==> src/rtl/irrigation_zone_scheduler_pkg.sv <==
// Shared types for the irrigation zone scheduler.
//   state_t     : FSM state encoding
//   MODE_ASP/GOT: latched irrigation mode values (Mode[i]=1 sprinkler, 0 drip)
//   cmd_t       : machine command bundle decoded from state and mode
// Grant is one-hot: bit z set selects the valve of zone z, all-zero means no valve open.
package irrigation_zone_scheduler_pkg;

  typedef enum logic [2:0] {
    ST_IDLE     = 3'd0,
    ST_FILL     = 3'd1,
    ST_IRRIGATE = 3'd2,
    ST_CLEAN    = 3'd3,
    ST_ERROR    = 3'd4
  } state_t;

  localparam logic MODE_ASP = 1'b1;
  localparam logic MODE_GOT = 1'b0;

  typedef struct packed {
    logic fill;
    logic asp;
    logic got;
    logic clean;
    logic busy;
    logic fault;
  } cmd_t;

  // Command decode; commands are mutually exclusive by construction.
  function automatic cmd_t decode_cmd(input state_t st, input logic mode);
    cmd_t c;
    c       = '0;
    c.fill  = (st == ST_FILL);
    c.asp   = (st == ST_IRRIGATE) && (mode == MODE_ASP);
    c.got   = (st == ST_IRRIGATE) && (mode == MODE_GOT);
    c.clean = (st == ST_CLEAN);
    c.busy  = (st != ST_IDLE);
    c.fault = (st == ST_ERROR);
    return c;
  endfunction

endpackage

==> src/rtl/irrigation_zone_scheduler_rr_arbiter.sv <==
// Round-robin arbiter: selects the first set request at or after ptr, wrapping.
//   Req     : request vector
//   ptr     : highest-priority zone index
//   winner  : one-hot winner (zero if no request)
//   win_idx : index of the winner (0 if no request)
module irrigation_zone_scheduler_rr_arbiter #(
  parameter int unsigned N_ZONES = 4
) (
  input  logic [N_ZONES-1:0]         Req,
  input  logic [$clog2(N_ZONES)-1:0] ptr,
  output logic [N_ZONES-1:0]         winner,
  output logic [$clog2(N_ZONES)-1:0] win_idx
);

  localparam int unsigned ZW = $clog2(N_ZONES);

  logic          found;
  int unsigned   j;
  logic [ZW-1:0] idx;

  // Scan from ptr upward with wrap; first hit wins.
  always_comb begin
    found   = 1'b0;
    win_idx = '0;
    j       = 0;
    idx     = '0;
    for (int unsigned i = 0; i < N_ZONES; i++) begin
      j   = (32'(ptr) + i) % N_ZONES;
      idx = ZW'(j);
      if (!found && Req[idx]) begin
        found   = 1'b1;
        win_idx = idx;
      end
    end
    winner = found ? (N_ZONES'(1) << win_idx) : '0;
  end

endmodule

==> src/rtl/irrigation_zone_scheduler.sv <==
// Irrigation zone scheduler: shares one tank/pump machine among N_ZONES zones.
// Round-robin zone selection, tank fill ordering, timed sprinkler/drip window,
// periodic cleaning pass, and an error park state.
//   Clock, Reset        : clock (rising edge), async active-high reset
//   Req[i], Mode[i]     : zone i request, zone i mode (1 sprinkler, 0 drip), sampled at grant
//   Tank_Full, Err      : asynchronous field inputs, 2-flop synchronised
//   Grant               : one-hot valve select of the zone being irrigated
//   Cmd_Fill/Asp/Got/Clean : machine commands, mutually exclusive
//   Busy, Fault         : not IDLE, in ERROR
module irrigation_zone_scheduler
  import irrigation_zone_scheduler_pkg::*;
#(
  parameter int unsigned N_ZONES     = 4,
  parameter int unsigned CNT_W       = 16,
  parameter int unsigned T_ASP       = 100,
  parameter int unsigned T_GOT       = 200,
  parameter int unsigned T_CLEAN     = 50,
  parameter int unsigned CLEAN_EVERY = 8
) (
  input  logic               Clock,
  input  logic               Reset,
  input  logic [N_ZONES-1:0] Req,
  input  logic [N_ZONES-1:0] Mode,
  input  logic               Tank_Full,
  input  logic               Err,
  output logic [N_ZONES-1:0] Grant,
  output logic               Cmd_Fill,
  output logic               Cmd_Asp,
  output logic               Cmd_Got,
  output logic               Cmd_Clean,
  output logic               Busy,
  output logic               Fault
);

  localparam int unsigned ZW = $clog2(N_ZONES);
  localparam int unsigned CW = $clog2(CLEAN_EVERY + 1);

  state_t             state_q, state_d;
  logic [ZW-1:0]      zone_q, zone_d;
  logic               mode_q, mode_d;
  logic [ZW-1:0]      ptr_q, ptr_d;
  logic [CW-1:0]      cnt_q, cnt_d;
  logic [CNT_W-1:0]   timer_q, timer_d;
  logic               tank_m, tank_s;
  logic               err_m, err_s;
  logic [N_ZONES-1:0] winner;
  logic [ZW-1:0]      win_idx;
  logic [N_ZONES-1:0] grant_d;
  cmd_t               cmd_d;

  // Two-flop synchronisers for the field inputs.
  always_ff @(posedge Clock or posedge Reset) begin
    if (Reset) begin
      tank_m <= 1'b0;
      tank_s <= 1'b0;
      err_m  <= 1'b0;
      err_s  <= 1'b0;
    end else begin
      tank_m <= Tank_Full;
      tank_s <= tank_m;
      err_m  <= Err;
      err_s  <= err_m;
    end
  end

  irrigation_zone_scheduler_rr_arbiter #(
    .N_ZONES (N_ZONES)
  ) u_arb (
    .Req     (Req),
    .ptr     (ptr_q),
    .winner  (winner),
    .win_idx (win_idx)
  );

  // State and datapath registers; outputs are registered decodes of the next state.
  always_ff @(posedge Clock or posedge Reset) begin
    if (Reset) begin
      state_q   <= ST_IDLE;
      zone_q    <= '0;
      mode_q    <= 1'b0;
      ptr_q     <= '0;
      cnt_q     <= '0;
      timer_q   <= '0;
      Grant     <= '0;
      Cmd_Fill  <= 1'b0;
      Cmd_Asp   <= 1'b0;
      Cmd_Got   <= 1'b0;
      Cmd_Clean <= 1'b0;
      Busy      <= 1'b0;
      Fault     <= 1'b0;
    end else begin
      state_q   <= state_d;
      zone_q    <= zone_d;
      mode_q    <= mode_d;
      ptr_q     <= ptr_d;
      cnt_q     <= cnt_d;
      timer_q   <= timer_d;
      Grant     <= grant_d;
      Cmd_Fill  <= cmd_d.fill;
      Cmd_Asp   <= cmd_d.asp;
      Cmd_Got   <= cmd_d.got;
      Cmd_Clean <= cmd_d.clean;
      Busy      <= cmd_d.busy;
      Fault     <= cmd_d.fault;
    end
  end

  // Next-state logic. Every IRRIGATE cycle consumes one timer count, including
  // the cycle in which a tank drop is seen, so FILL pauses never shorten the window.
  always_comb begin
    state_d = state_q;
    zone_d  = zone_q;
    mode_d  = mode_q;
    ptr_d   = ptr_q;
    cnt_d   = cnt_q;
    timer_d = timer_q;
    if (err_s) begin
      state_d = ST_ERROR;
    end else begin
      unique case (state_q)
        ST_IDLE: begin
          if (|winner) begin
            zone_d  = win_idx;
            mode_d  = Mode[win_idx];
            timer_d = (Mode[win_idx] == MODE_ASP) ? CNT_W'(T_ASP - 1) : CNT_W'(T_GOT - 1);
            state_d = tank_s ? ST_IRRIGATE : ST_FILL;
          end
        end
        ST_FILL: begin
          if (tank_s) state_d = ST_IRRIGATE;
        end
        ST_IRRIGATE: begin
          if (timer_q == '0) begin
            ptr_d = (zone_q == ZW'(N_ZONES - 1)) ? '0 : zone_q + ZW'(1);
            cnt_d = cnt_q + CW'(1);
            if (cnt_q == CW'(CLEAN_EVERY - 1)) begin
              timer_d = CNT_W'(T_CLEAN - 1);
              state_d = ST_CLEAN;
            end else begin
              state_d = ST_IDLE;
            end
          end else begin
            timer_d = timer_q - CNT_W'(1);
            if (!tank_s) state_d = ST_FILL;
          end
        end
        ST_CLEAN: begin
          if (timer_q == '0) begin
            cnt_d   = '0;
            state_d = ST_IDLE;
          end else begin
            timer_d = timer_q - CNT_W'(1);
          end
        end
        ST_ERROR: begin
          state_d = ST_IDLE;
        end
        default: begin
          state_d = ST_IDLE;
        end
      endcase
    end
  end

  // Output decode of the next state, so registered outputs track the state register.
  always_comb begin
    cmd_d   = decode_cmd(state_d, mode_d);
    grant_d = (state_d == ST_IRRIGATE) ? (N_ZONES'(1) << zone_d) : '0;
  end

endmodule
==> config.mk <==
export PLATFORM = sky130hd
export DESIGN_NAME = irrigation_zone_scheduler
export DESIGN_NICKNAME = d
export VERILOG_FILES = /design/src/rtl/irrigation_zone_scheduler_pkg.sv /design/src/rtl/irrigation_zone_scheduler_rr_arbiter.sv /design/src/rtl/irrigation_zone_scheduler.sv
export SDC_FILE = /design/constraint.sdc
export NUM_CORES = 1
export LEC_CHECK = 0
export BUFFER_PORTS_ARGS = -buffer_cell sky130_fd_sc_hd__buf_4
export CAP_MARGIN = 20
export CORE_ASPECT_RATIO = 1.4
export CORE_UTILIZATION = 45
export DETAILED_ROUTE_END_ITERATION = 10
export GPL_TIMING_DRIVEN = 0
export PLACE_DENSITY = 0.61
export SLEW_MARGIN = 40
export SYNTH_ARGS = -nofsm -noshare
export SYNTH_HDL_FRONTEND = slang
export SYNTH_HIERARCHICAL = 1
export SYNTH_SLANG_ARGS = --single-unit
export TNS_END_PERCENT = 30
==> constraint.sdc <==
create_clock -name Clock -period 6.59 [get_ports Clock]
set_clock_uncertainty 0.1 [all_clocks]
set_input_delay 1.318 -clock Clock [delete_from_list [all_inputs] [get_ports Clock]]
set_output_delay 1.318 -clock Clock [all_outputs]
set_load 0.1 [all_outputs]
After elaboration in Yosys (flattened, before gate mapping)
Cells that the tools add are included.
{"block": "word_totals", "ff_bits": 42, "wordCells": 108, "output_inout_bits": 10, "in_bits": 12}
{"block": "classes", "eq_ne": 14, "addsub": 6, "shift": 2, "bitwise": 2, "n_lt_le_gt_ge": 5, "mux": 45, "reduce_logical": 17}
{"cell": "$mux 16", "n": 4}
{"cell": "$pmux 16 s3", "n": 1}
{"cell": "$mux 2", "n": 10}
{"cell": "$mux 3", "n": 6}
{"cell": "$logic_not 16->1", "n": 1}
{"cell": "$mux 4", "n": 4}
{"cell": "$sub 16x1->16 const B", "n": 1}
{"cell": "$lt 2x3->1 const B", "n": 5}
{"cell": "$eq 3x2->1 const B", "n": 4}
{"cell": "$mux 1", "n": 12}
{"cell": "$pmux 3 s4", "n": 1}
{"cell": "$bmux 1 s2", "n": 5}
{"cell": "$mux 8", "n": 1}
{"cell": "$ne 2x2->1 const B", "n": 4}
{"cell": "$pmux 4 s2", "n": 1}
{"cell": "$shl 1x2->4 const A", "n": 2}
{"cell": "$eq 3x1->1 const B", "n": 2}
{"cell": "$reduce_bool 3->1", "n": 2}
{"cell": "$logic_and 1x1->1", "n": 5}
{"cell": "$reduce_and 5->1", "n": 1}
{"cell": "$add 2x1->2 const B", "n": 2}
{"cell": "$add 2x2->2 const B", "n": 2}
{"cell": "$add 4x1->4 const B", "n": 1}
{"cell": "$eq 4x3->1 const B", "n": 1}
{"cell": "other kinds (10)", "n": 13}

Depth between registers and ports, before layout
Gate-level depths: netlist of the first run.
{"block": "depth", "depth_word": 20, "depth_mapped": 10, "mapped_depth_nobuf": 8}

By module
The synthesis of the first run kept the hierarchy.
{"mod": "irrigation_zone_scheduler", "cells_per_inst": 214, "area_per_inst_um2": 2068.2, "instances": 1, "seq_area_each_um2": 1051.0}
{"mod": "irrigation_zone_scheduler_rr_arbiter", "cells_per_inst": 31, "area_per_inst_um2": 197.7, "instances": 1, "seq_area_each_um2": 0.0}

Worst setup path after synthesis of the first run
OpenSTA, ideal clock, no wires.
{"block": "synth_timing", "path_type": "input to register", "startpoint": "input Req[2]", "endpoint": "register Grant[0]", "setup_ns": 0.088, "n_path_buf": 2, "arrival_ns": 3.104, "required_ns": 6.402, "cell_stages": 10, "setup_slack_ns": 3.298, "path_cell_list": "clkbuf_2 o2bb2ai_1 a22o_1 and2_1 nor4_1 or4_1 buf_2 mux2i_1 inv_1 nor3_1"}
{"block": "synth_via", "elab_chain_len": 20, "word_cells_on_any_way": 34, "classes_between": "eq/ne: 1; shift: 2; mux: 24; reduce/logical: 7"}
{"item": "start: declaration", "line": "irrigation_zone_scheduler.sv:22", "text": "input logic [N_ZONES-1:0] Req,"}
{"item": "$bmux 1 s2", "line": "irrigation_zone_scheduler_rr_arbiter.sv:30", "text": "if (!found && Req[idx]) begin"}
{"item": "$mux 1 (not written as such)", "line": "irrigation_zone_scheduler_rr_arbiter.sv:30"}
{"item": "$mux 1", "line": "irrigation_zone_scheduler_rr_arbiter.sv:30"}
{"item": "$logic_not 1->1", "line": "irrigation_zone_scheduler_rr_arbiter.sv:30"}
{"item": "$logic_and 1x1->1", "line": "irrigation_zone_scheduler_rr_arbiter.sv:30"}
{"item": "$mux 1", "line": "irrigation_zone_scheduler_rr_arbiter.sv:30"}
{"item": "$logic_not 1->1", "line": "irrigation_zone_scheduler_rr_arbiter.sv:30"}
{"item": "$logic_and 1x1->1", "line": "irrigation_zone_scheduler_rr_arbiter.sv:30"}
{"item": "(+6 left out)"}
{"item": "named net winner[0]", "line": "irrigation_zone_scheduler.sv:46", "text": "logic [N_ZONES-1:0] winner;"}
{"item": "$reduce_or 4->1 *", "line": "irrigation_zone_scheduler.sv:122", "text": "if (|winner) begin"}
{"item": "$mux 2 *", "line": "irrigation_zone_scheduler.sv:122"}
{"item": "$mux 2 *", "line": "irrigation_zone_scheduler.sv:120", "text": "unique case (state_q)"}
{"item": "$mux 2 *", "line": "irrigation_zone_scheduler.sv:117", "text": "if (err_s) begin"}
{"item": "named net zone_d[0]", "line": "irrigation_zone_scheduler.sv:39", "text": "logic [ZW-1:0] zone_q, zone_d;"}
{"item": "$shl 1x2->4 *", "line": "irrigation_zone_scheduler.sv:168", "text": "grant_d = (state_d == ST_IRRIGATE) ? (N_ZONES'(1) << zone_d) : '0;"}
{"item": "$mux 4 *", "line": "irrigation_zone_scheduler.sv:168"}
{"item": "named net grant_d[0]", "line": "irrigation_zone_scheduler.sv:48", "text": "logic [N_ZONES-1:0] grant_d;"}
{"item": "end signal: assignment", "line": "irrigation_zone_scheduler.sv:98", "text": "Grant <= grant_d;"}
{"item": "end: declaration", "line": "irrigation_zone_scheduler.sv:26", "text": "output logic [N_ZONES-1:0] Grant,"}
The timed path passes the listed nets; every way through them passes the cells marked *. The select of a mux whose other input is x is not followed.
A chain may end at the register's enable or synchronous reset.

Final worst setup path of the first run
{"block": "layout_timing", "startpoint": "input Req[2]", "endpoint": "register timer_q[12]"}
{"block": "layout_via", "elab_chain_len": 17, "word_cells_on_any_way": 27, "classes_between": "eq/ne: 1; shift: 1; mux: 17; reduce/logical: 8"}
{"item": "$bmux 1 s2", "line": "irrigation_zone_scheduler_rr_arbiter.sv:30"}
{"item": "$mux 1 (not written as such)", "line": "irrigation_zone_scheduler_rr_arbiter.sv:30"}
{"item": "$mux 1", "line": "irrigation_zone_scheduler_rr_arbiter.sv:30"}
{"item": "$logic_not 1->1", "line": "irrigation_zone_scheduler_rr_arbiter.sv:30"}
{"item": "$logic_and 1x1->1", "line": "irrigation_zone_scheduler_rr_arbiter.sv:30"}
{"item": "$mux 1", "line": "irrigation_zone_scheduler_rr_arbiter.sv:30"}
{"item": "$logic_not 1->1", "line": "irrigation_zone_scheduler_rr_arbiter.sv:30"}
{"item": "$logic_and 1x1->1", "line": "irrigation_zone_scheduler_rr_arbiter.sv:30"}
{"item": "(+2 left out)"}
{"item": "$logic_and 1x1->1", "line": "irrigation_zone_scheduler_rr_arbiter.sv:30"}
{"item": "$mux 2", "line": "irrigation_zone_scheduler_rr_arbiter.sv:30"}
{"item": "$shl 1x2->4", "line": "irrigation_zone_scheduler_rr_arbiter.sv:35", "text": "winner = found ? (N_ZONES'(1) << win_idx) : '0;"}
{"item": "$mux 4 *", "line": "irrigation_zone_scheduler_rr_arbiter.sv:35"}
{"item": "named net winner[0]", "line": "irrigation_zone_scheduler.sv:46"}
{"item": "$reduce_or 4->1 *", "line": "irrigation_zone_scheduler.sv:122"}
{"item": "$ne 2x2->1 (no line) *"}
{"item": "$reduce_and 5->1 (no line) *"}
{"item": "end signal: assignment", "line": "irrigation_zone_scheduler.sv:97", "text": "timer_q <= timer_d;"}
{"item": "end: declaration", "line": "irrigation_zone_scheduler.sv:43", "text": "logic [CNT_W-1:0] timer_q, timer_d;"}
Marks and branches as above.

==> results of run 1 <==
-- worst reg2reg max path, cell delays in order, from the launching register on --
cell,delay [ns]
sky130_fd_sc_hd__dfrtp_1,0.46
sky130_fd_sc_hd__o2bb2ai_1,0.15
sky130_fd_sc_hd__a22o_1,0.22
sky130_fd_sc_hd__and2_1,0.15
sky130_fd_sc_hd__nor4_1,0.70
sky130_fd_sc_hd__a221oi_1,0.25
sky130_fd_sc_hd__o21ai_1,0.34
sky130_fd_sc_hd__buf_2,0.30
sky130_fd_sc_hd__o21ai_0,0.13
sky130_fd_sc_hd__o31ai_1,0.09
-- power by group --
part	total [mW]	internal (mW)	switching, mW
sequential	0.282	0.271	0.0116
combinational	0.0669	0.0228	0.0441
clock	0.182	0.0793	0.103
total	0.531	0.373	0.158
-- final cells by class --
type,count,area share
repair buffers,18,0.0521
well taps,64,0.0309
plain buffers,13,0.0265
clock inverters,3,0.0111
multi-input cells,175,0.425
flip-flops and latches,42,0.405
inverters,15,0.0227
clock buffers,5,0.0265
-- cells in the final DEF, fill, tap and decap left out, types with 3 or more instances in the layout --
cell	instances
sky130_fd_sc_hd__dfrtp_1	42
sky130_fd_sc_hd__nor2_1	27
sky130_fd_sc_hd__o21ai_0	26
sky130_fd_sc_hd__buf_4	19
sky130_fd_sc_hd__inv_1	14
sky130_fd_sc_hd__nand2_1	13
sky130_fd_sc_hd__nor3_1	12
sky130_fd_sc_hd__a21oi_1	12
sky130_fd_sc_hd__o31ai_1	6
sky130_fd_sc_hd__a31oi_1	6
sky130_fd_sc_hd__buf_2	5
sky130_fd_sc_hd__nand3_1	5
sky130_fd_sc_hd__mux2i_1	5
sky130_fd_sc_hd__clkbuf_8	5
sky130_fd_sc_hd__nand2b_1	4
sky130_fd_sc_hd__clkbuf_1	4
sky130_fd_sc_hd__nand4_1	4
sky130_fd_sc_hd__or4_1	3
sky130_fd_sc_hd__nor4_1	3
sky130_fd_sc_hd__or3_1	3
sky130_fd_sc_hd__a211oi_1	3
sky130_fd_sc_hd__ha_1	3
-- registers in the layout, indices dropped and copies added (netlist names), 2 cells and up --
register and flops:
state_q 3, cnt_q 4, timer_q 16, Grant 4, ptr_q 2, zone_q 2
-- how the worst min path moves through the flow --
stage / endpoint / slack [ns] / startpoint / depth (start not counted)
floorplan: err_s / 0.23 / err_m / 0
finish: err_s / 0.26 / err_m / 0
detailed placement: err_s / 0.24 / err_m / 0
global placement: tank_s / 0.23 / tank_m / 0
global route: err_s / 0.26 / err_m / 0
CTS: err_s / 0.26 / err_m / 0
-- metrics by stage --
stage	setup WS (ns)	instance area (um2)
6_report	2.95	2590
5_1_grt	2.70	2590
3_3_place_gp	2.63	2480
3_5_place_dp	2.60	2490
4_1_cts	2.94	2590
2_1_floorplan	3.30	2270
-- logic make-up after synthesis --
logic type | count (synthesis)
buffers and inverters | 28
AND/OR/NAND/NOR | 88
flip-flops | 42
adder cells (fa/ha/maj) | 3
AO/OA/AOI/OAI | 77
multiplexers | 7
-- routing by layer --
metal / track usage / share of wire
met5: 0 / 0
met4: 0.0828 / 0.016
met3: 0.0528 / 0.036
met2: 0.371 / 0.54
met1: 0.259 / 0.41
==> metrics.json, run 1 <==
{
  "worst_setup_path": {
    "register_to_register_setup_slack_ns": 3.61,
    "critical_path_required_ns": 6.70,
    "critical_path.startpoint": "Req[2]",
    "ff2ff_path_depth": 9,
    "kind_of_start_point_of_the_critical_path": "input port",
    "timing.rr.start": "ptr_q[0]",
    "critical_path.n_buffers_inverters": 2,
    "path_depth": 10,
    "critPathKind": "in2reg",
    "crit_fanout": 10,
    "endpoint_kind": "register",
    "crit_slowest_cell": "sky130_fd_sc_hd__nor4_1",
    "worstPathArrival_ns": 3.75,
    "r2r-end": "timer_q[12]",
    "critPathTopFamily": "compound AO/OA/AOI/OAI gates",
    "worst_setup_path_endpoint": "timer_q[12]",
    "cp_cell_sequence": "clkbuf_2 > o2bb2ai_1 > a22o_1 > and2_1 > nor4_1 > a221oi_1 > o21ai_1 > buf_2 > o21ai_0 > o31ai_1",
    "critical_path.max_stage_delay_ns": 0.70
  },
  "logic_synthesis": {
    "synth_compound_gate_area_share": 0.221,
    "postSynth.topFlopCell": "sky130_fd_sc_hd__dfrtp_1",
    "number_of_synthesized_flops_with_an_enable_pin": 0,
    "post_synth_most_frequent_cells": "42 x sky130_fd_sc_hd__dfrtp_1, 27 x sky130_fd_sc_hd__nor2_1, 26 x sky130_fd_sc_hd__o21ai_0",
    "yosys_register_bits": 42,
    "most_frequent_cell_after_synthesis": "sky130_fd_sc_hd__dfrtp_1",
    "yosysTopAreaCellShare": 0.464,
    "synth.distinct_cells": 55,
    "async_reset_ff_frac": 1.00,
    "mappedNetlistArea_mm2": 0.00227,
    "largest_family_of_logic_cells_by_synthesized_area": "compound AO/OA/AOI/OAI gates",
    "syn_area_per_cell_um2": 9.25,
    "muxShareOfSynthArea": 0.0370,
    "syn_inst": 245,
    "synth_warnings": 6,
    "synth_sequential_area_ratio": 0.464,
    "synth-adder-area-share": 0.0166,
    "synth_area_leader_cell": "sky130_fd_sc_hd__dfrtp_1",
    "synth_xor_area_frac": 0,
    "synth_fp_nets": 260,
    "synth_area_leaders": "sky130_fd_sc_hd__dfrtp_1 46%, sky130_fd_sc_hd__o21ai_0 5.7%, sky130_fd_sc_hd__nor2_1 4.5%",
    "synth_simple_gate_area_frac": 0.207
  },
  "finish": {
    "utilization_after_layout": 0.536,
    "fillers": 450,
    "synthToLayoutAreaGrowth_pct": 14.5,
    "final_cells": 335,
    "drive_above_1_share": 0.185,
    "antennaDiodeCount": 0,
    "footprint_of_the_multi_input_gates_mm2": 0.00110,
    "finalNetCount": 285,
    "regArea_mm2": 0.00105
  },
  "route": {
    "vias_per_cell": 5.80,
    "detailroute.via_count": 1944,
    "route.final.wire_length_mm": 5.18,
    "firstDrtPassIters": 4,
    "detailedRoute.firstIterationViolations": 114,
    "avgRoutedWirePerCell_um": 15.5,
    "drcViolationCount": 0,
    "detail-route-antenna-nets": 0
  },
  "floorplan": {
    "dieWidth_um": 62.0,
    "floorplan.die.height_um": 86.0,
    "start_util": 0.468,
    "area_enclosed_by_the_die_boundary_mm2": 0.00533,
    "io_pins": 22,
    "coreArea_mm2": 0.00484,
    "num_rows": 30
  },
  "sta": {
    "slew_violations": 0,
    "achievable_clock_frequency_mhz": 274,
    "setup_total_negative_slack_ns": 0,
    "worst_slew_pin_slew_ns": 0.806,
    "count_of_endpoints_failing_hold_in_the_final_timing_report": 0,
    "final_period_minus_worst_setup_slack_ns": 3.64,
    "fin_crit_sh": 0.553,
    "worst_hold_slack_ns": 0.260,
    "slew_headroom": 0.458,
    "grt_setup_unrepaired": "no",
    "setup_violations": 0
  },
  "clock_network": {
    "clkTransAtPathRegs_ns": 0.09,
    "clock_path_buffers": 2,
    "numCtsBuffers": 5,
    "cts_repair_resize_count": 0,
    "tritoncts": "built",
    "cts.sink_count": 42,
    "postCtsSetupBuffers": 0,
    "htree_num_levels": 2,
    "clk_latency_ns": 0.30,
    "number_of_hold_buffers_added_after_cts": 0,
    "clockRootBuffer": "sky130_fd_sc_hd__clkbuf_8"
  },
  "place": {
    "gpl.final_weighted_congestion": 0.819,
    "dpl.cell_count": 327,
    "dp.final_hpwl_mm": 3.82,
    "place.port_buffers": 18
  },
  "grt": {
    "global_route.usage.total": 0.219,
    "grt_start_max_net_pins": 43,
    "first_pass_grt_wire_length_mm": 8.69,
    "globalRouteOverflowTotal": 0,
    "first_global_vias": 1899,
    "grt_antenna_before_repair": 0
  },
  "flow_run": {
    "drv_cap": 0
  },
  "power_and_ir_drop": {
    "report.power.total_mw": 0.531,
    "vdd_drop_max_mv": 0.142,
    "power_leakage_nw": 1.14,
    "power_per_cell_area_mw_per_mm2": 205
  },
  "status": {
    "outcome": "complete, no violations"
  },
  "worst_hold_path": {
    "hp-class": "reg2reg"
  }
}
Power figures use the tool's default switching activity.
==> run 2: changes to the inputs <==
--- a/config.mk
+++ b/config.mk
@@ -11,7 +11,7 @@
 export CORE_UTILIZATION = 45
 export DETAILED_ROUTE_END_ITERATION = 10
 export GPL_TIMING_DRIVEN = 0
-export PLACE_DENSITY = 0.61
+export PLACE_DENSITY = 0.64
 export SLEW_MARGIN = 40
 export SYNTH_ARGS = -nofsm -noshare
 export SYNTH_HDL_FRONTEND = slang
==> constraint.sdc (replaced) <==
create_clock -name Clock -period 3.3 [get_ports Clock]
set_clock_uncertainty 0.1 [all_clocks]
set_input_delay 0.66 -clock Clock [delete_from_list [all_inputs] [get_ports Clock]]
set_output_delay 0.66 -clock Clock [all_outputs]
set_load 0.1 [all_outputs]
==> metrics.json, run 2 (synthesized netlist as in run 1, its figures left out) <==
{
  "flow_run": {
    "drv_cap": {"value": 0, "change": "unchanged"}
  },
  "floorplan": {
    "area_enclosed_by_the_die_boundary": {"value": 0.00533, "unit": "mm2", "change": "unchanged"},
    "start_util": {"value": 0.468, "change": "unchanged"},
    "coreArea": {"value": 0.00484, "unit": "mm2", "change": "unchanged"},
    "io_pins": {"value": 22, "change": "unchanged"},
    "floorplan.die.height": {"value": 86.0, "unit": "um", "change": "unchanged"},
    "num_rows": {"value": 30, "change": "unchanged"},
    "dieWidth": {"value": 62.0, "unit": "um", "change": "unchanged"}
  },
  "sta": {
    "final_period_minus_worst_setup_slack_ns": 2.71,
    "fin_crit_sh": 0.821,
    "post-route-worst-setup-slack": {"value": 0.589, "unit": "ns", "change": "-2.36 ns"},
    "slew_headroom": {"value": 0.467, "change": "+0.00978"},
    "count_of_endpoints_failing_hold_in_the_final_timing_report": {"value": 0, "change": "unchanged"},
    "setup_violations": {"value": 0, "change": "unchanged"},
    "worst_hold_slack": {"value": 0.256, "unit": "ns", "change": "-0.00400 ns"},
    "achievable_clock_frequency_mhz": 369,
    "setup_total_negative_slack": {"value": 0, "unit": "ns", "change": "unchanged"},
    "grt_setup_unrepaired": "no",
    "slew_violations": {"value": 0, "change": "unchanged"},
    "worst_slew_pin_slew": {"value": 0.793, "unit": "ns", "change": "-0.0133 ns"}
  },
  "grt": {
    "grt_start_max_net_pins": {"value": 43, "change": "unchanged"},
    "grt_antenna_before_repair": {"value": 0, "change": "unchanged"},
    "globalRouteOverflowTotal": {"value": 0, "change": "unchanged"},
    "first_global_vias": {"value": 1960, "change": "+3.2%"},
    "global_route.usage.total": {"value": 0.218, "change": "-0.00177"},
    "first_pass_grt_wire_length": {"value": 8.58, "unit": "mm", "change": "-1.3%"}
  },
  "finish": {
    "top_register": "timer_q",
    "antennaDiodeCount": {"value": 0, "change": "unchanged"},
    "synthToLayoutAreaGrowth_pct": 16.5,
    "drive_above_1_share": {"value": 0.188, "change": "+0.00369"},
    "final_cells": {"value": 335, "change": "unchanged"},
    "largest_register_ff_count": {"value": 16, "change": "unchanged"},
    "most-common-layout-cells": "42 x sky130_fd_sc_hd__dfrtp_1, 27 x sky130_fd_sc_hd__nor2_1, 26 x sky130_fd_sc_hd__o21ai_0",
    "finalNetCount": {"value": 285, "change": "unchanged"},
    "mostFrequentLayoutCell": "sky130_fd_sc_hd__dfrtp_1",
    "design_area": {"value": 0.00264, "unit": "mm2", "change": "+1.8%"},
    "fillers": {"value": 452, "change": "+0.44%"},
    "reg.largest.list": "timer_q: 16 flops, Grant: 4 flops, cnt_q: 4 flops",
    "utilization_after_layout": {"value": 0.545, "change": "+0.00956"}
  },
  "worst_setup_path": {
    "crit_fanout": {"value": 9, "change": "-1"},
    "cp_cell_sequence": "inv_1 > ha_1 > or4b_1 > buf_2 > nor4_4 > nand2_1 > mux2_2",
    "crit_slowest_cell": "sky130_fd_sc_hd__nor4_4",
    "kind_of_start_point_of_the_critical_path": "register",
    "critical_path_required": {"value": 3.38, "unit": "ns", "change": "-3.32 ns"},
    "endpoint_kind": "register",
    "critPathKind": "reg2reg",
    "worstPathArrival": {"value": 2.79, "unit": "ns", "change": "-0.96 ns"},
    "critical_path.max_stage_delay": {"value": 0.58, "unit": "ns", "change": "-0.12 ns"}
  },
  "clock_network": {
    "tritoncts": "built",
    "clkTransAtPathRegs": {"value": 0.09, "unit": "ns", "change": "about the same"},
    "postCtsSetupBuffers": {"value": 0, "change": "unchanged"},
    "numCtsBuffers": {"value": 5, "change": "unchanged"},
    "clock_path_buffers": {"value": 2, "change": "unchanged"},
    "cts_repair_resize_count": {"value": 0, "change": "unchanged"},
    "clk_latency": {"value": 0.30, "unit": "ns", "change": "about the same"},
    "htree_num_levels": {"value": 2, "change": "unchanged"},
    "cts.sink_count": {"value": 42, "change": "unchanged"},
    "number_of_hold_buffers_added_after_cts": {"value": 0, "change": "unchanged"},
    "clockRootBuffer": "sky130_fd_sc_hd__clkbuf_8"
  },
  "route": {
    "firstDrtPassIters": {"value": 4, "change": "unchanged"},
    "route.final.wire_length": {"value": 5.17, "unit": "mm", "change": "-0.35%"},
    "vias_per_cell": {"value": 5.94, "change": "+2.4%"},
    "drcViolationCount": {"value": 0, "change": "unchanged"},
    "detail-route-antenna-nets": {"value": 0, "change": "unchanged"},
    "detailedRoute.firstIterationViolations": {"value": 88, "change": "-23%"},
    "detailroute.via_count": {"value": 1990, "change": "+2.4%"},
    "avgRoutedWirePerCell": {"value": 15.4, "unit": "um", "change": "-0.35%"}
  },
  "place": {
    "placement.setup.worst_slack": {"value": -0.0126, "unit": "ns", "change": "-2.62 ns"},
    "gpl.final_weighted_congestion": {"value": 0.823, "change": "+0.39%"},
    "postPlaceCellArea": {"value": 0.00249, "unit": "mm2", "change": "unchanged"},
    "place.port_buffers": {"value": 18, "change": "unchanged"},
    "dpl.cell_count": {"value": 327, "change": "unchanged"},
    "dp.final_hpwl": {"value": 3.82, "unit": "mm", "change": "about the same"}
  },
  "power_and_ir_drop": {
    "report.power.total": {"value": 1.19, "unit": "mW", "change": "+120%"},
    "vdd_drop_max": {"value": 0.353, "unit": "mV", "change": "+150%"},
    "power_leakage": {"value": 1.16, "unit": "nW", "change": "+1.6%"},
    "power_per_cell_area": {"value": 450, "unit": "mW/mm2", "change": "+120%"}
  },
  "status": {
    "outcome": "complete, no violations"
  },
  "worst_hold_path": {
    "hp-class": "reg2reg"
  }
}
-- run 2: power breakdown --
part | switching, mW | total (mW) | leakage [nW] | internal [mW]
clock network | 0.186 | 0.489 | 0.0683 | 0.303
logic | 0.0884 | 0.134 | 0.548 | 0.0458
registers | 0.0245 | 0.565 | 0.545 | 0.540
total | 0.299 | 1.19 | 1.16 | 0.889
-- run 2: area by class of cell --
type                            instances  area (um2)  share of cell area
Clock buffer                            5        68.8              0.0261
Clock inverter                          3        68.8              0.0261
Timing Repair Buffer                   18         135              0.0512
Tap cell                               64        80.1              0.0303
Sequential cell                        42        1050               0.398
Multi-Input combinational cell        175        1110               0.420
Buffer                                 13        68.8              0.0261
Inverter                               15        58.8              0.0223
-- run 2: routing by layer --
| layer | GRT usage | share of wire |
|---|---|---|
| met5 | 0 | 0 |
| met4 | 0.0869 | 0.020 |
| met3 | 0.0422 | 0.037 |
| met2 | 0.376 | 0.52 |
| met1 | 0.253 | 0.42 |
-- run 2: worst paths after layout --
check,cells past startpoint,start,slack [ns],endpoint
max,7,timer_q[0],0.59,ptr_q[1]
min,0,tank_m,0.26,tank_s
max reg2reg,7,timer_q[0],0.59,ptr_q[1]
min reg2reg,0,tank_m,0.26,tank_s
max in group asynchronous,2,Reset,2.45,cnt_q[2]
min in group asynchronous,2,Reset,0.30,timer_q[9]
-- run 2: critical path: cells and delay by family, from the launching register on --
| family | cells | cell delay, ns |
|---|---|---|
| fa+ha+maj | 1 | 0.21 |
| flops | 1 | 0.42 |
| buf+inv | 2 | 0.25 |
| simple gates | 3 | 1.29 |
| mux | 1 | 0.33 |
==> run 3: changes to the inputs <==
--- a/config.mk
+++ b/config.mk
@@ -11,7 +11,7 @@
 export CORE_UTILIZATION = 45
 export DETAILED_ROUTE_END_ITERATION = 10
 export GPL_TIMING_DRIVEN = 0
-export PLACE_DENSITY = 0.64
+export PLACE_DENSITY = 0.61
 export SLEW_MARGIN = 40
 export SYNTH_ARGS = -nofsm -noshare
 export SYNTH_HDL_FRONTEND = slang
==> constraint.sdc (replaced) <==
create_clock -name Clock -period 2.65 [get_ports Clock]
set_clock_uncertainty 0.1 [all_clocks]
set_input_delay 0.53 -clock Clock [delete_from_list [all_inputs] [get_ports Clock]]
set_output_delay 0.53 -clock Clock [all_outputs]
set_load 0.1 [all_outputs]
==> metrics.json, run 3 (synthesized netlist as in run 1, its figures left out) <==
{
  "finish": {
    "antennaDiodeCount": {"value": 0, "change": "unchanged"},
    "top_register": "timer_q",
    "finalNetCount": {"value": 287, "change": "+0.70%"},
    "final_cells": {"value": 337, "change": "+0.60%"},
    "drive_above_1_share": {"value": 0.220, "change": "+0.0316"},
    "reg.largest.list": "timer_q: 16 flops, Grant: 4 flops, cnt_q: 4 flops",
    "largest_register_ff_count": {"value": 16, "change": "unchanged"},
    "synthToLayoutAreaGrowth_pct": 17.4,
    "mostFrequentLayoutCell": "sky130_fd_sc_hd__dfrtp_1",
    "most-common-layout-cells": "42 x sky130_fd_sc_hd__dfrtp_1, 26 x sky130_fd_sc_hd__nor2_1, 26 x sky130_fd_sc_hd__o21ai_0"
  },
  "route": {
    "drcViolationCount": {"value": 0, "change": "unchanged"},
    "detailroute.via_count": {"value": 1973, "change": "-0.85%"},
    "vias_per_cell": {"value": 5.85, "change": "-1.4%"},
    "route.final.wire_length": {"value": 5.28, "unit": "mm", "change": "+2.3%"},
    "detail-route-antenna-nets": {"value": 0, "change": "unchanged"},
    "firstDrtPassIters": {"value": 4, "change": "unchanged"},
    "detailedRoute.firstIterationViolations": {"value": 113, "change": "+28%"},
    "avgRoutedWirePerCell": {"value": 15.7, "unit": "um", "change": "+1.7%"}
  },
  "grt": {
    "global_route.usage.total": {"value": 0.219, "change": "+0.00177"},
    "grt_antenna_before_repair": {"value": 0, "change": "unchanged"},
    "grt_start_max_net_pins": {"value": 43, "change": "unchanged"},
    "globalRouteOverflowTotal": {"value": 0, "change": "unchanged"},
    "first_global_vias": {"value": 1899, "change": "-3.1%"},
    "first_pass_grt_wire_length": {"value": 8.69, "unit": "mm", "change": "+1.3%"}
  },
  "status": {
    "outcome": "complete, no violations"
  },
  "clock_network": {
    "tritoncts": "built",
    "clock_path_buffers": {"value": 2, "change": "unchanged"},
    "clk_latency": {"value": 0.30, "unit": "ns", "change": "about the same"},
    "htree_num_levels": {"value": 2, "change": "unchanged"},
    "numCtsBuffers": {"value": 5, "change": "unchanged"},
    "number_of_hold_buffers_added_after_cts": {"value": 0, "change": "unchanged"},
    "cts.sink_count": {"value": 42, "change": "unchanged"},
    "clkTransAtPathRegs": {"value": 0.09, "unit": "ns", "change": "about the same"},
    "clockRootBuffer": "sky130_fd_sc_hd__clkbuf_8"
  },
  "power_and_ir_drop": {
    "report.power.total": {"value": 1.33, "unit": "mW", "change": "+12%"},
    "power_per_cell_area": {"value": 498, "unit": "mW/mm2", "change": "+11%"},
    "power_report.internal_total": {"value": 0.931, "unit": "mW", "change": "+4.7%"},
    "seq_power_share": {"value": 0.529, "change": "+0.054"},
    "net-switching-power": {"value": 0.395, "unit": "mW", "change": "+32%"},
    "swShare": {"value": 0.298, "change": "+0.0462"},
    "power_leakage": {"value": 1.15, "unit": "nW", "change": "-0.66%"},
    "share_clk_of_total_power": {"value": 0.339, "change": "-0.073"},
    "vdd_drop_max": {"value": 0.353, "unit": "mV", "change": "about the same"},
    "pwr-share-comb": {"value": 0.131, "change": "+0.018"}
  },
  "floorplan": {
    "coreArea": {"value": 0.00484, "unit": "mm2", "change": "unchanged"},
    "io_pins": {"value": 22, "change": "unchanged"},
    "num_rows": {"value": 30, "change": "unchanged"},
    "area_enclosed_by_the_die_boundary": {"value": 0.00533, "unit": "mm2", "change": "unchanged"},
    "floorplan.die.height": {"value": 86.0, "unit": "um", "change": "unchanged"},
    "start_util": {"value": 0.468, "change": "unchanged"},
    "dieWidth": {"value": 62.0, "unit": "um", "change": "unchanged"}
  },
  "sta": {
    "setup_violations": {"value": 0, "change": "unchanged"},
    "achievable_clock_frequency": {"value": 396, "unit": "MHz", "change": "+7.5%"},
    "worst_slew_pin_slew": {"value": 0.742, "unit": "ns", "change": "-0.0513 ns"},
    "final_period_minus_worst_setup_slack": {"value": 2.52, "unit": "ns", "change": "-0.188 ns"},
    "slew_headroom": {"value": 0.502, "change": "+0.0345"},
    "fin_crit_sh": {"value": 0.952, "change": "+0.131"},
    "slew_violations": {"value": 0, "change": "unchanged"},
    "count_of_endpoints_failing_hold_in_the_final_timing_report": {"value": 0, "change": "unchanged"}
  },
  "worst_setup_path": {
    "critical_path_required": {"value": 2.74, "unit": "ns", "change": "-0.64 ns"},
    "worstPathArrival": {"value": 2.61, "unit": "ns", "change": "-0.18 ns"},
    "cp_cell_sequence": "inv_1 > ha_2 > or4b_1 > buf_2 > nor4_4 > nand2_1 > mux2_2",
    "crit_fanout": {"value": 6, "change": "-3"},
    "critical_path.max_stage_delay": {"value": 0.45, "unit": "ns", "change": "-0.13 ns"},
    "critical_path.n_buffers_inverters": {"value": 2, "change": "unchanged"},
    "kind_of_start_point_of_the_critical_path": "register",
    "endpoint_kind": "register",
    "crit_slowest_cell": "sky130_fd_sc_hd__nor4_4",
    "critPathKind": "reg2reg",
    "critPathTopFamily": "simple AND/OR/NAND/NOR gates"
  },
  "place": {
    "dpl.cell_count": {"value": 327, "change": "unchanged"},
    "dp.final_hpwl": {"value": 3.82, "unit": "mm", "change": "about the same"},
    "gpl.final_weighted_congestion": {"value": 0.819, "change": "-0.39%"},
    "place.port_buffers": {"value": 18, "change": "unchanged"}
  },
  "worst_hold_path": {
    "hp-class": "in2async"
  },
  "flow_run": {
    "drv_cap": {"value": 0, "change": "unchanged"}
  }
}
run 3: cell count changes in the layout (fill, tap and decap cells not counted), sizes merged:
cell | before | now
inv | 15 | 17
clkbuf | 11 | 12
buf | 25 | 26
bufinv | 2 | 0
run 3: routing by layer:
metal | share of wire | wire, um | track usage
met1 | 0.41 | 2180 | 0.259
met2 | 0.54 | 2850 | 0.371
met3 | 0.036 | 189 | 0.0528
met4 | 0.013 | 71 | 0.0828
met5 | 0 | 0 | 0
run 3: final cells by class:
type,count,area [um2]
fill,447,2180
multi-input combinational,175,1150
sequential,42,1050
timing repair buffer,20,150
tap,64,80.1
buffer,13,71.3
clock buffer,5,68.8
inverter,15,58.8
clock inverter,3,28.8
run 3: power by group through the flow:
stage	registers [mW]	logic, mW	clock network [mW]
after floorplan	0.735	0.0971	0
after global placement	0.713	0.166	0
after detailed placement	0.713	0.169	0
after CTS	0.701	0.172	0.463
after global routing	0.707	0.198	0.488
final	0.702	0.174	0.450
run 3: what timing repair did:
action | in CTS | in global routing
buffers inserted | 0 | 2
setup endpoints to repair | 25 | 32
pin swaps | 2 | 2
hold endpoints to repair | 0 | 0
cloned | 0 | 0
gates resized for setup | 3 | 10
run 3: worst paths after layout:
kind / start / end / slack [ns] / cells after the start
min reg2reg: err_m / err_s / 0.26 / 0
max reg2reg: timer_q[0] / ptr_q[1] / 0.13 / 7
max in group asynchronous: Reset / timer_q[9] / 1.93 / 2
min in group Clock: Err / err_m / 0.23 / 1
min: Reset / tank_m / 0.17 / 2
max: timer_q[0] / ptr_q[1] / 0.13 / 7
run 3: worst register-to-register path: stages (launching register included):
cell and delay [ns]:
sky130_fd_sc_hd__dfrtp_1 0.41, sky130_fd_sc_hd__inv_1 0.07, sky130_fd_sc_hd__ha_2 0.21, sky130_fd_sc_hd__or4b_1 0.43, sky130_fd_sc_hd__buf_2 0.20, sky130_fd_sc_hd__nor4_4 0.45, sky130_fd_sc_hd__nand2_1 0.23, sky130_fd_sc_hd__mux2_2 0.32
run 3: through the flow:
step / TNS (ns) / instance area, um2 / hold slack, ns / setup slack [ns] / util
after global routing: -0.0210 / 2660 / 0.200 / -0.0168 / 0.550
after floorplan: 0 / 2270 / 0.231 / 0.146 / -
after CTS: -0.0166 / 2610 / 0.182 / -0.0166 / 0.539
after global placement: -9.60 / 2480 / 0.235 / -0.524 / 0.512
final: 0 / 2660 / 0.168 / 0.127 / 0.550
after detailed placement: -9.97 / 2490 / 0.240 / -0.547 / 0.514
